`config.mk`:
```
export PLATFORM = sky130hd
export DESIGN_NAME = quad_collector
export DESIGN_NICKNAME = d
export VERILOG_FILES = /design/src/rtl/quad_pkg.sv /design/src/rtl/quad_collector.sv
export SDC_FILE = /design/constraint.sdc
export NUM_CORES = 1
export LEC_CHECK = 0
export ABC_AREA = 1
export BUFFER_PORTS_ARGS = -buffer_cell sky130_fd_sc_hd__buf_2
export CAP_MARGIN = 15
export CORE_MARGIN = 2
export CORE_UTILIZATION = 50
export CTS_CLUSTER_DIAMETER = 40
export DETAILED_ROUTE_END_ITERATION = 6
export HOLD_SLACK_MARGIN = 0.12
export MAX_ROUTING_LAYER = met4
export PLACE_DENSITY = 0.75
export SLEW_MARGIN = 5
export SYNTH_ARGS = -nofsm -noshare
export SYNTH_HDL_FRONTEND = slang
export SYNTH_SLANG_ARGS = --single-unit
```
`constraint.sdc`:
```
create_clock -name clk -period 1.6 [get_ports clk]
set_input_delay 0.24 -clock clk [delete_from_list [all_inputs] [get_ports clk]]
set_output_delay 0.24 -clock clk [all_outputs]
set_load 0.03 [all_outputs]
```
`src/rtl/quad_pkg.sv`:
```
// -----------------------------------------------------------------------------
// quad_pkg
// Shared types for the quad_collector block and its neighbours:
//   DEFAULT_WIDTH  - default sample width in bits
//   coll_state_e   - collector state (FILL0..FILL3 = slot count, PEND = held)
//   window_t       - packed four-slot window, slot 0 = first/oldest sample
//   fill_state()   - maps a 2-bit slot count onto its FILLn state
// -----------------------------------------------------------------------------
package quad_pkg;

    localparam int DEFAULT_WIDTH = 2;

    typedef enum logic [2:0] {
        FILL0 = 3'd0,
        FILL1 = 3'd1,
        FILL2 = 3'd2,
        FILL3 = 3'd3,
        PEND  = 3'd4
    } coll_state_e;

    typedef logic [3:0][DEFAULT_WIDTH-1:0] window_t;

    function automatic coll_state_e fill_state(input logic [1:0] n);
        case (n)
            2'd0:    return FILL0;
            2'd1:    return FILL1;
            2'd2:    return FILL2;
            default: return FILL3;
        endcase
    endfunction

endpackage

```
`src/rtl/quad_collector.sv`:
```
// -----------------------------------------------------------------------------
// quad_collector
// Groups a serial valid/ready sample stream into windows of four and presents
// each window in parallel for the downstream min/max selector. A window cut
// short by in_last is padded with its final sample so min/max is unaffected.
// Collection slots (s) are separate from the output registers (a..d), so the
// next window is gathered while the current one waits downstream.
//
// Ports:
//   clk, rst_n            clock, synchronous active-low reset
//   in_data/in_valid/in_last/in_ready   serial input handshake (in_ready is
//                                       registered, no combinational input path)
//   a, b, c, d            window samples in arrival order
//   out_valid/out_last/out_ready        parallel output handshake
//
// Build option:
//   QUAD_COLLECTOR_SLIDE_EN  sliding window: slots form a shift register and,
//                            once four samples are held, every accept closes a
//                            window. Undefined: non-overlapping block windows.
// -----------------------------------------------------------------------------
module quad_collector
    import quad_pkg::*;
#(
    parameter int WIDTH = DEFAULT_WIDTH
) (
    input  logic             clk,
    input  logic             rst_n,
    input  logic [WIDTH-1:0] in_data,
    input  logic             in_valid,
    input  logic             in_last,
    output logic             in_ready,
    output logic [WIDTH-1:0] a,
    output logic [WIDTH-1:0] b,
    output logic [WIDTH-1:0] c,
    output logic [WIDTH-1:0] d,
    output logic             out_valid,
    output logic             out_last,
    input  logic             out_ready
);

    typedef logic [3:0][WIDTH-1:0] slots_t;

    coll_state_e state_q, state_d;
    slots_t      s_q, s_d;
    slots_t      out_q, out_d;
    logic        out_valid_q, out_valid_d;
    logic        out_last_q, out_last_d;
    logic        pend_last_q, pend_last_d;
    logic        in_ready_q, in_ready_d;

    logic        accept;
    logic        out_free;
    logic        close;
    logic [1:0]  cnt;
    slots_t      win;

    assign accept   = in_valid && in_ready_q;
    assign out_free = !out_valid_q || out_ready;
    assign cnt      = (state_q == PEND) ? 2'd0 : state_q[1:0];
    assign close    = accept && (in_last || cnt == 2'd3);

    // Window as it would look after the current sample is taken in.
`ifdef QUAD_COLLECTOR_SLIDE_EN
    logic [1:0] lead;
    slots_t     shifted;

    always_comb begin
        shifted    = s_q;
        shifted[0] = s_q[1];
        shifted[1] = s_q[2];
        shifted[2] = s_q[3];
        shifted[3] = in_data;
        // Valid samples occupy slots lead..3; empty leading slots repeat the
        // oldest valid one so a short frame stays right-aligned.
        lead = ~cnt;
        win  = shifted;
        if (in_last) begin
            for (int i = 0; i < 4; i++) begin
                if (i < int'(lead)) begin
                    win[i] = shifted[lead];
                end
            end
        end
    end
`else
    always_comb begin
        win      = s_q;
        win[cnt] = in_data;
        // Early close: unfilled slots repeat the final sample.
        if (in_last) begin
            for (int i = 0; i < 4; i++) begin
                if (i > int'(cnt)) begin
                    win[i] = in_data;
                end
            end
        end
    end
`endif

    // State register
    always_ff @(posedge clk) begin
        if (!rst_n) begin
            state_q     <= FILL0;
            out_q       <= '0;
            out_valid_q <= 1'b0;
            out_last_q  <= 1'b0;
            pend_last_q <= 1'b0;
            in_ready_q  <= 1'b0;
        end else begin
            state_q     <= state_d;
            out_q       <= out_d;
            out_valid_q <= out_valid_d;
            out_last_q  <= out_last_d;
            pend_last_q <= pend_last_d;
            in_ready_q  <= in_ready_d;
        end
    end

    // Slot contents are qualified by the state, so they need no reset.
    always_ff @(posedge clk) begin
        s_q <= s_d;
    end

    // Next-state logic
    always_comb begin
        state_d = state_q;
        case (state_q)
            PEND: begin
                if (out_free) begin
`ifdef QUAD_COLLECTOR_SLIDE_EN
                    state_d = pend_last_q ? FILL0 : FILL3;
`else
                    state_d = FILL0;
`endif
                end
            end
            default: begin
                if (close) begin
                    if (!out_free) begin
                        state_d = PEND;
                    end else begin
`ifdef QUAD_COLLECTOR_SLIDE_EN
                        state_d = in_last ? FILL0 : FILL3;
`else
                        state_d = FILL0;
`endif
                    end
                end else if (accept) begin
                    state_d = fill_state(cnt + 2'd1);
                end
            end
        endcase
    end

    // Output / datapath logic
    always_comb begin
        s_d         = s_q;
        out_d       = out_q;
        out_valid_d = out_valid_q;
        out_last_d  = out_last_q;
        pend_last_d = pend_last_q;

        if (out_valid_q && out_ready) begin
            out_valid_d = 1'b0;
        end

        if (state_q == PEND) begin
            if (out_free) begin
                out_d       = s_q;
                out_valid_d = 1'b1;
                out_last_d  = pend_last_q;
            end
        end else if (accept) begin
            s_d = win;
            if (close) begin
                if (out_free) begin
                    // Also covers a same-cycle present: the new window
                    // overwrites the departing one with no bubble.
                    out_d       = win;
                    out_valid_d = 1'b1;
                    out_last_d  = in_last;
                end else begin
                    pend_last_d = in_last;
                end
            end
        end

        in_ready_d = (state_d != PEND);
    end

    assign in_ready  = in_ready_q;
    assign a         = out_q[0];
    assign b         = out_q[1];
    assign c         = out_q[2];
    assign d         = out_q[3];
    assign out_valid = out_valid_q;
    assign out_last  = out_last_q;

endmodule

```
Word level (Yosys, flattened, before mapping)
Cells that the tools add are included.

Bits of input ports: 7. Word-level logic and storage cells: 70. Register bits after elaboration: 23. Output and inout bits: 11.

Bitwise operators: 2. $lt $le $gt $ge: 5. Multiplexer cells: 29. Eq/ne operators: 7. $add $sub $neg: 1. Reductions and logical operators: 13.

Operators with widths (count): 8-bit 2-to-1 mux (5); 3-bit 2-to-1 mux (5); 1-bit 2-to-1 mux (10); 2-bit 2-to-1 mux (5); 8-bit bitwise mux (1); 4-bit AND reduction (2); 6-bit 2-to-1 mux (1); 2-bit case mux with 3 select lines (1); 2-bit demux with 2-bit select (1); 2-bit equality test (second input constant) (2); 2-bit greater-than comparator (first input constant) (2); 1-bit logical AND (4); 2-bit inequality test (second input constant) (2); 2-bit nonzero test (2); 3-bit equality test (second input constant) (1); 2-bit by 3-bit less-than comparator with 1-bit output (second input constant) (1); 3-bit inequality test (second input constant) (1); 2-bit by 1-bit adder with 2-bit output (second input constant) (1); 2-bit by 1-bit equality test with 1-bit output (second input constant) (1); 2-bit by 1-bit >= comparator with 1-bit output (second input constant) (1); 1-bit by 2-bit greater-than comparator with 1-bit output (first input constant) (1); 2-bit logical NOT (1); 1-bit logical OR (2); 1-bit inverter (2); other kinds (2) (2).

Longest topological paths before layout
Gate-level depths: netlist of the first run.

Word-level depth: 13. Gate-level depth with buffers: 11. Mapped depth without buffers: 10.

Least setup slack after synthesis of the first run
OpenSTA, ideal clock, no wires.

Path kind: flip-flop to flip-flop. From: register state_q[1]. To: register s_q[0] in the netlist's numbering (enable). Clock period less this slack: 1.795 ns. Slack: -0.195 ns. Arrival: 1.425 ns. Stages on the path, launching flop included: 7. Required time: 1.230 ns. Library setup time: 0.370 ns. Path buffers: 1. Cell sequence: dfxtp_1 inv_1 ha_1 nand2_1 inv_1 buf_2 nor2_1.

Longest elaborated chain between the ends: 3.

RTL lines: start: declaration (line quad_collector.sv:43) `coll_state_e state_q, state_d;`; start signal: assignment (line quad_collector.sv:110) `state_q <= state_d;`; 3-bit equality test (line quad_collector.sv:167) `if (state_q == PEND) begin`; 1-bit inverter (no source line); 2-bit AND reduction (no source line); end signal: assignment (line quad_collector.sv:121) `s_q <= s_d;`; end: declaration (line quad_collector.sv:44) `slots_t s_q, s_d;`.

Every way passes these cells. A chain may end at the register's enable or synchronous reset.

Final worst setup path of the first run
From: register state_q[0]. To: register out_q (netlist bit c[0]).

Longest elaborated chain between the ends: 13. Elaborated cells between the ends (all ways): 23. Classes of those cells: order compare (3); eq/ne (4); mux (10); reduce/logical (6).

RTL lines: 3-bit equality test (line quad_collector.sv:59, quad_collector.sv:167); 2-bit 2-to-1 mux (line quad_collector.sv:59) `assign cnt = (state_q == PEND) ? 2'd0 : state_q[1:0];`; 2-bit by 3-bit less-than comparator with 1-bit output (implied by the code) / 2-bit by 1-bit >= comparator with 1-bit output (equally long branches) (line quad_collector.sv:88) `win[cnt] = in_data;`; 1-bit logical AND (implied by the code) (line quad_collector.sv:88); 2-bit 2-to-1 mux (implied by the code) (line quad_collector.sv:88); 2-bit demux with 2-bit select (line quad_collector.sv:88); 8-bit bitwise mux (line quad_collector.sv:88); 2-bit 2-to-1 mux (line quad_collector.sv:92) `if (i > int'(cnt)) begin`; 6-bit 2-to-1 mux (line quad_collector.sv:90) `if (in_last) begin`; 8-bit 2-to-1 mux (line quad_collector.sv:176) `if (out_free) begin`; 8-bit 2-to-1 mux (line quad_collector.sv:175) `if (close) begin`; 8-bit 2-to-1 mux (line quad_collector.sv:173) `end else if (accept) begin`; 8-bit 2-to-1 mux (line quad_collector.sv:167); end signal: assignment (line quad_collector.sv:111) `out_q <= out_d;`; end: declaration (line quad_collector.sv:45) `slots_t out_q, out_d;`.

Several ways; a longest one is shown, not always the timed one. The select of a mux whose other input is x is not followed.

==> flow_summary_export.csv, run 1 <==
group,metric,value,unit
routing,ant_nets,0,
clock_tree,clkTransAtPathRegs,0.12,ns
critical_path,r2r_start,"state_q[0]",
synthesis,synth_fa_ha_area_share,6.12,%
timing,rsz0062_at_grt,"no",
critical_path,crit_start,"state_q[0]",
synthesis,netlist_instances,168,
finish,ff_latch_area,546,sq um
grt,overflow,0,
timing,fmax,694,MHz
finish,multi_input_area,557,sq um
critical_path,crit_chain,"inv_2, ha_2, nand2_1, buf_4, nand2_4, nand2_4, inv_8, nand2_1, nor2_1, nor2_1",
synthesis,ys_seq_area_share,44.0,%
critical_path,worst-setup-path-type,"register to register",
synthesis,synth_nets,181,
grt,antenna_found_initial,0,
floorplanning,io_pins,18,
timing,hold_viol,0,
timing,final.setup.tns,0,ns
grt,track_usage,20.2,%
timing,final-max-slew-violation-count,0,
timing,maxSlewHeadroom,80.0,%
grt,grt_pass1_wl,4.05,mm
critical_path,crit_slowest_cell,"dfxtp_2",
finish,syn2layout_area_growth,13.4,%
clock_tree,clockBufferDepth,2,
finish,diodes,0,
grt,grt_max_degree,14,
routing,vias,1040,
clock_tree,ctsHoldBuffers,0,
finish,nets,202,
critical_path,worst_r2r_path_depth,10,
synthesis,synth_compound_area_share,11.2,%
synthesis,synth-seq-cells,23,
power_and_ir_drop,vdd_drop_max,0.490,mV
clock_tree,post_cts_buffers,0,
finish,final.fill_count,209,
power_and_ir_drop,leakagePower,0.696,nW
floorplanning,start_util,53.9,%
critical_path,crit_fanout,13,
critical_path,critical-path-max-stage-delay,0.36,ns
critical_path,startpoint_type,"register",
timing,setup_viol,0,
synthesis,syn_area,1230,sq um
critical_path,cp-end-kind,"register",
floorplanning,die_h,53.5,um
clock_tree,tritoncts,"built",
critical_path,critical_path_arrival,1.65,ns
critical_path,critPathRequiredTime,1.81,ns
critical_path,reg2reg_setup_slack,0.16,ns
placement,gp_congestion,0.887,
synthesis,avgSynthCellArea,7.31,sq um
routing,wl,2.30,mm
floorplanning,rows,17,
placement,pre_cts_ws,0.0517,ns
routing,drtPass1Iterations,4,
synthesis,synth_top_family_by_area,"simple AND/OR/NAND/NOR gates",
timing,final.setup.worst_slack,0.159,ns
floorplanning,fp.coreArea,2280,sq um
routing,drt-initial-drc-count,21,
timing,min_period,1.44,ns
placement,portBuffers,17,
clock_tree,cts_sinks,23,
clock_tree,htree_levels,1,
timing,worst_pin_slew,0.299,ns
routing,vias_per_cell,4.81,
power_and_ir_drop,power_density,830,nW/um^2
placement,hpwl,1.77,mm
timing,period_share,90.1,%
timing,clock_skew,0.00119,ns
synthesis,yosys.area_share.simple,26.9,%
synthesis,yosys_warnings,0,
clock_tree,cts-root-buf,"clkbuf_4",
routing,post_drt_wl_per_cell,10.7,um
clock_tree,ctsResizeCount,0,
synthesis,synth_xor_area_share,0,%
clock_tree,numCtsBuffers,3,
run_status,status,"completed",
synthesis,synthDistinctLibCells,21,
synthesis,synthMuxAreaShare,0,%
job,maxCapViolCount,0,
floorplanning,chipWidth,53.5,um
grt,first_global_vias,954,
worst_hold_path,hp-class,"primary input to register",
routing,drc,0,
finish,drive_above_1_share,21.3,%
critical_path,crit_end,"c[0]",
floorplanning,dieArea,2870,sq um
clock_tree,worstSkewPairLatency,0.30,ns
critical_path,r2r_end,"c[0]",
synthesized netlist by cell type:
| cell type | count | area share (%) |
|---|---|---|
| a21oi_1 | 6 | 2.4 |
| buf_2 | 2 | 0.82 |
| buf_8 | 1 | 1.2 |
| clkbuf_1 | 1 | 0.31 |
| dfxtp_1 | 15 | 24 |
| edfxtp_1 | 8 | 20 |
| ha_1 | 6 | 6.1 |
| inv_1 | 27 | 8.3 |
| inv_2 | 2 | 0.61 |
| inv_4 | 1 | 0.51 |
| nand2_1 | 39 | 12 |
| nand2_2 | 3 | 1.5 |
| nand2_4 | 2 | 1.8 |
| nand3_1 | 5 | 2.0 |
| nand3b_1 | 1 | 0.61 |
| nor2_1 | 25 | 7.6 |
| nor2_2 | 1 | 0.51 |
| nor3_1 | 2 | 0.82 |
| o21ai_0 | 18 | 7.3 |
| o21ai_1 | 2 | 0.82 |
| o21bai_1 | 1 | 0.61 |
kinds of logic (layout without fill, tap and decap cells):
logic type	count (synthesis)	after routing
AO/OA/AOI/OAI	27	27
adder cells (fa/ha/maj)	6	6
buffers and inverters	34	54
flip-flops	23	23
AND/OR/NAND/NOR	78	78
through the flow:
step | total power [mW] | instance area (sq um) | utilization (%) | hold WS (ns) | cells
floorplan | 0.846 | 1230 | - | 0.378 | 168
detailed placement | 0.904 | 1350 | 59.3 | 0.446 | 212
finish | 1.16 | 1390 | 61.1 | 0.263 | 216
CTS | 1.17 | 1380 | 60.4 | 0.242 | 216
global placement | 0.899 | 1350 | 59.3 | 0.441 | 212
global route | 1.23 | 1390 | 61.1 | 0.268 | 216
flip-flops by register name (all words and copies together) (netlist names), 2 cells and up:
register and count:
a 2, c 2, state_q 3, b 2, s_q 8, d 2
layout by cell type (no fill, tap or decap):
cell type and n:
a21oi_1 5, a21oi_2 1, buf_2 17, buf_4 3
clkbuf_1 1, clkbuf_4 3, dfxtp_1 13, dfxtp_2 1
dfxtp_4 1, edfxtp_1 8, ha_1 5, ha_2 1
inv_1 24, inv_2 5, inv_8 1, nand2_1 39
nand2_2 3, nand2_4 2, nand3_1 5, nand3b_1 1
nor2_1 24, nor2_2 1, nor2_4 1, nor3_1 2
o21ai_0 18, o21ai_1 2, o21bai_1 1
report_power, final:
group | internal (mW) | switching, mW | total [mW]
logic | 0.0727 | 0.156 | 0.228
clock network | 0.0971 | 0.164 | 0.261
registers | 0.648 | 0.0186 | 0.666
how the worst min path moves through the flow:
stage                           start           to  slack (ns)  depth (start not counted)
after floorplan                 rst_n  pend_last_q        0.38                          2
after global placement    pend_last_q  pend_last_q        0.44                          2
after detailed placement  pend_last_q  pend_last_q        0.45                          2
after CTS                   out_ready   state_q[2]        0.24                          4
after global routing            rst_n         d[0]        0.27                          3
final                           rst_n     in_ready        0.26                          3
cell type report:
class	instances	area share, %
Inverter	30	8.63
Timing Repair Buffer	20	7.73
Sequential cell	23	39.2
Clock buffer	4	1.89
Multi-Input combinational cell	111	40.0
Tap cell	28	2.52
per-layer routing:
layer  routed length (um)  GRT usage [%]  up-vias
met5                    0              -        -
met4                   26           8.97        0
met3                   95           2.50        4
met2                 1040           32.1       25
met1                 1140           26.0      452
li1                     -              -      559
worst max-delay path: cells and delay by family, from the launching register on:
family	cells	cell delay, ns
flip-flops	1	0.36
AND/OR/NAND/NOR	6	0.45
adder cells (fa/ha/maj)	1	0.19
buffers and inverters	3	0.34
(Power assumes the default switching activity.)
==> inputs of run 2 (changes only) <==
- GPL_TIMING_DRIVEN: not set -> 0
==> flow_summary_export.csv, run 2 (synthesized netlist as in run 1, its figures left out) <==
group,metric,value,unit
run_status,status,"completed",
floorplanning,die_h,53.5,um
critical_path,cp_common_cell,"nand2_2",
routing,wl,2.46,mm
clock_tree,numCtsBuffers,3,
timing,clock_skew,0.00519,ns
routing,drt-initial-drc-count,24,
grt,grt_max_degree,13,
timing,worst_pin_slew,0.467,ns
grt,overflow,0,
power_and_ir_drop,power_density,820,nW/um^2
clock_tree,cts-root-buf,"clkbuf_4",
finish,diodes,0,
power_and_ir_drop,power.switching,0.356,mW
job,maxCapViolCount,0,
power_and_ir_drop,vdd_drop_max,0.518,mV
floorplanning,chipWidth,53.5,um
critical_path,crit_chain,"buf_4, ha_2, inv_2, nand2_2, nand2_2, nand2_4, nand2_8, inv_4, buf_8, o21ai_0, nor2_1",
critical_path,critical_path_arrival,1.74,ns
critical_path,critical-path-max-stage-delay,0.34,ns
timing,maxSlewHeadroom,68.9,%
finish,nets,206,
timing,hold_viol,0,
power_and_ir_drop,power.internal,0.829,mW
clock_tree,clkTransAtPathRegs,0.12,ns
finish,largest_reg_flops,8,
power_and_ir_drop,p_seq_share,56.1,%
floorplanning,rows,17,
worst_hold_path,hp-class,"primary input to register",
clock_tree,tritoncts,"built",
timing,fmax,659,MHz
finish,top_register,"s_q",
routing,drtPass1Iterations,4,
critical_path,crit_fanout,10,
critical_path,crit_slowest_cell,"dfxtp_2",
power_and_ir_drop,combPwrFrac,21.1,%
power_and_ir_drop,sw_frac_of_total,30.0,%
placement,portBuffers,17,
clock_tree,worstSkewPairLatency,0.31,ns
timing,min_period,1.52,ns
critical_path,critPathRequiredTime,1.82,ns
timing,setup_viol,0,
placement,hpwl,1.82,mm
finish,reg_top3,"s_q x8, state_q x3",
routing,post_drt_wl_per_cell,11.2,um
timing,final-max-slew-violation-count,0,
timing,period_share,94.8,%
grt,grt_pass1_wl,4.09,mm
finish,syn2layout_area_growth,17.6,%
critical_path,cp_top_family,"buffers and inverters",
floorplanning,start_util,53.9,%
power_and_ir_drop,leakagePower,0.713,nW
finish,final_cells,220,
finish,mostFrequentLayoutCells,"nand2_1 (38), inv_1 (25), nor2_1 (23), buf_2 (18), o21ai_0 (15)",
clock_tree,clockBufferDepth,2,
grt,antenna_found_initial,0,
floorplanning,dieArea,2870,sq um
clock_tree,ctsHoldBuffers,0,
floorplanning,fp.coreArea,2280,sq um
power_and_ir_drop,power.total,1.18,mW
timing,final.setup.worst_slack,0.0826,ns
critical_path,cp-end-kind,"register",
power_and_ir_drop,p_clk_share,22.9,%
clock_tree,cts_sinks,23,
routing,drc,0,
grt,track_usage,20.7,%
clock_tree,htree_levels,1,
placement,dp.cells,213,
critical_path,startpoint_type,"register",
placement,gp_congestion,0.870,
floorplanning,io_pins,18,
finish,mostFrequentLayoutCell,"nand2_1",
timing,rsz0062_at_grt,"yes",
routing,vias,1076,
grt,first_global_vias,934,
timing,final.setup.tns,0,ns
routing,ant_nets,0,
finish,drive_above_1_share,24.5,%
placement,pre_cts_ws,-0.166,ns
critical_path,worst-setup-path-type,"register to register",
critical_path,path_buf_inv,4,
routing,vias_per_cell,4.89,
==> run 2: cell count changes in the layout (fill, tap and decap cells not counted), moves of 2 or more <==
cell / before / now
ha_1: 5 / 3
ha_2: 1 / 3
o21ai_0: 18 / 15
o21ai_1: 2 / 4
==> run 2: area by class of cell <==
| type | instances | area [sq um] |
|---|---|---|
| Tap cell | 28 | 35.0 |
| Multi-Input combinational cell | 111 | 579 |
| Timing Repair Buffer | 20 | 108 |
| Fill cell | 201 | 832 |
| Buffer | 4 | 35.0 |
| Clock buffer | 4 | 26.3 |
| Sequential cell | 23 | 546 |
| Inverter | 30 | 115 |
==> run 2: power by group through the flow <==
stage / clock (mW) / combinational (mW) / sequential (mW)
floorplan: 0 / 0.131 / 0.715
global placement: 0 / 0.225 / 0.677
detailed placement: 0 / 0.229 / 0.680
CTS: 0.275 / 0.239 / 0.664
global route: 0.309 / 0.279 / 0.670
finish: 0.271 / 0.249 / 0.664
==> run 2: stage by stage <==
stage	utilization (%)	instance area, sq um	hold slack, ns
2_1_floorplan	-	1230	0.378
3_3_place_gp	59.5	1360	0.439
3_5_place_dp	59.5	1360	0.439
4_1_cts	62.3	1420	0.167
5_1_grt	63.4	1440	0.169
6_report	63.4	1440	0.170
==> run 2: path summary, 6_finish.rpt <==
| check | start | end | slack (ns) | cells after the start |
|---|---|---|---|---|
| worst max-delay path | state_q[0] | d[1] | 0.08 | 11 |
| worst min-delay path | rst_n | pend_last_q | 0.17 | 3 |
| worst max register to register | state_q[0] | d[1] | 0.08 | 11 |
| worst min register to register | pend_last_q | pend_last_q | 0.46 | 2 |
==> run 2: what timing repair did <==
action                                  in CTS  in global routing
endpoints found under the setup margin      13                 16
gates resized for setup                      6                 12
hold endpoints to repair                     0                  0
setup buffers                                3                  0
pin swaps                                    1                  2
==> run 2: worst register-to-register path: stages, from the launching register on <==
cell	delay, ns
dfxtp_2	0.34
buf_4	0.14
ha_2	0.20
inv_2	0.06
nand2_2	0.05
nand2_2	0.08
nand2_4	0.08
nand2_8	0.08
inv_4	0.05
buf_8	0.13
o21ai_0	0.15
nor2_1	0.05
==> run 2: layer usage <==
| metal | part of all wire, % | up-vias | GRT usage, % | wire [um] |
|---|---|---|---|---|
| met5 | 0 | - | - | 0 |
| met4 | 1.6 | 0 | 9.83 | 40 |
| met3 | 3.9 | 5 | 2.78 | 95 |
| met2 | 47 | 23 | 32.5 | 1160 |
| met1 | 47 | 481 | 26.5 | 1160 |
| li1 | - | 567 | - | - |
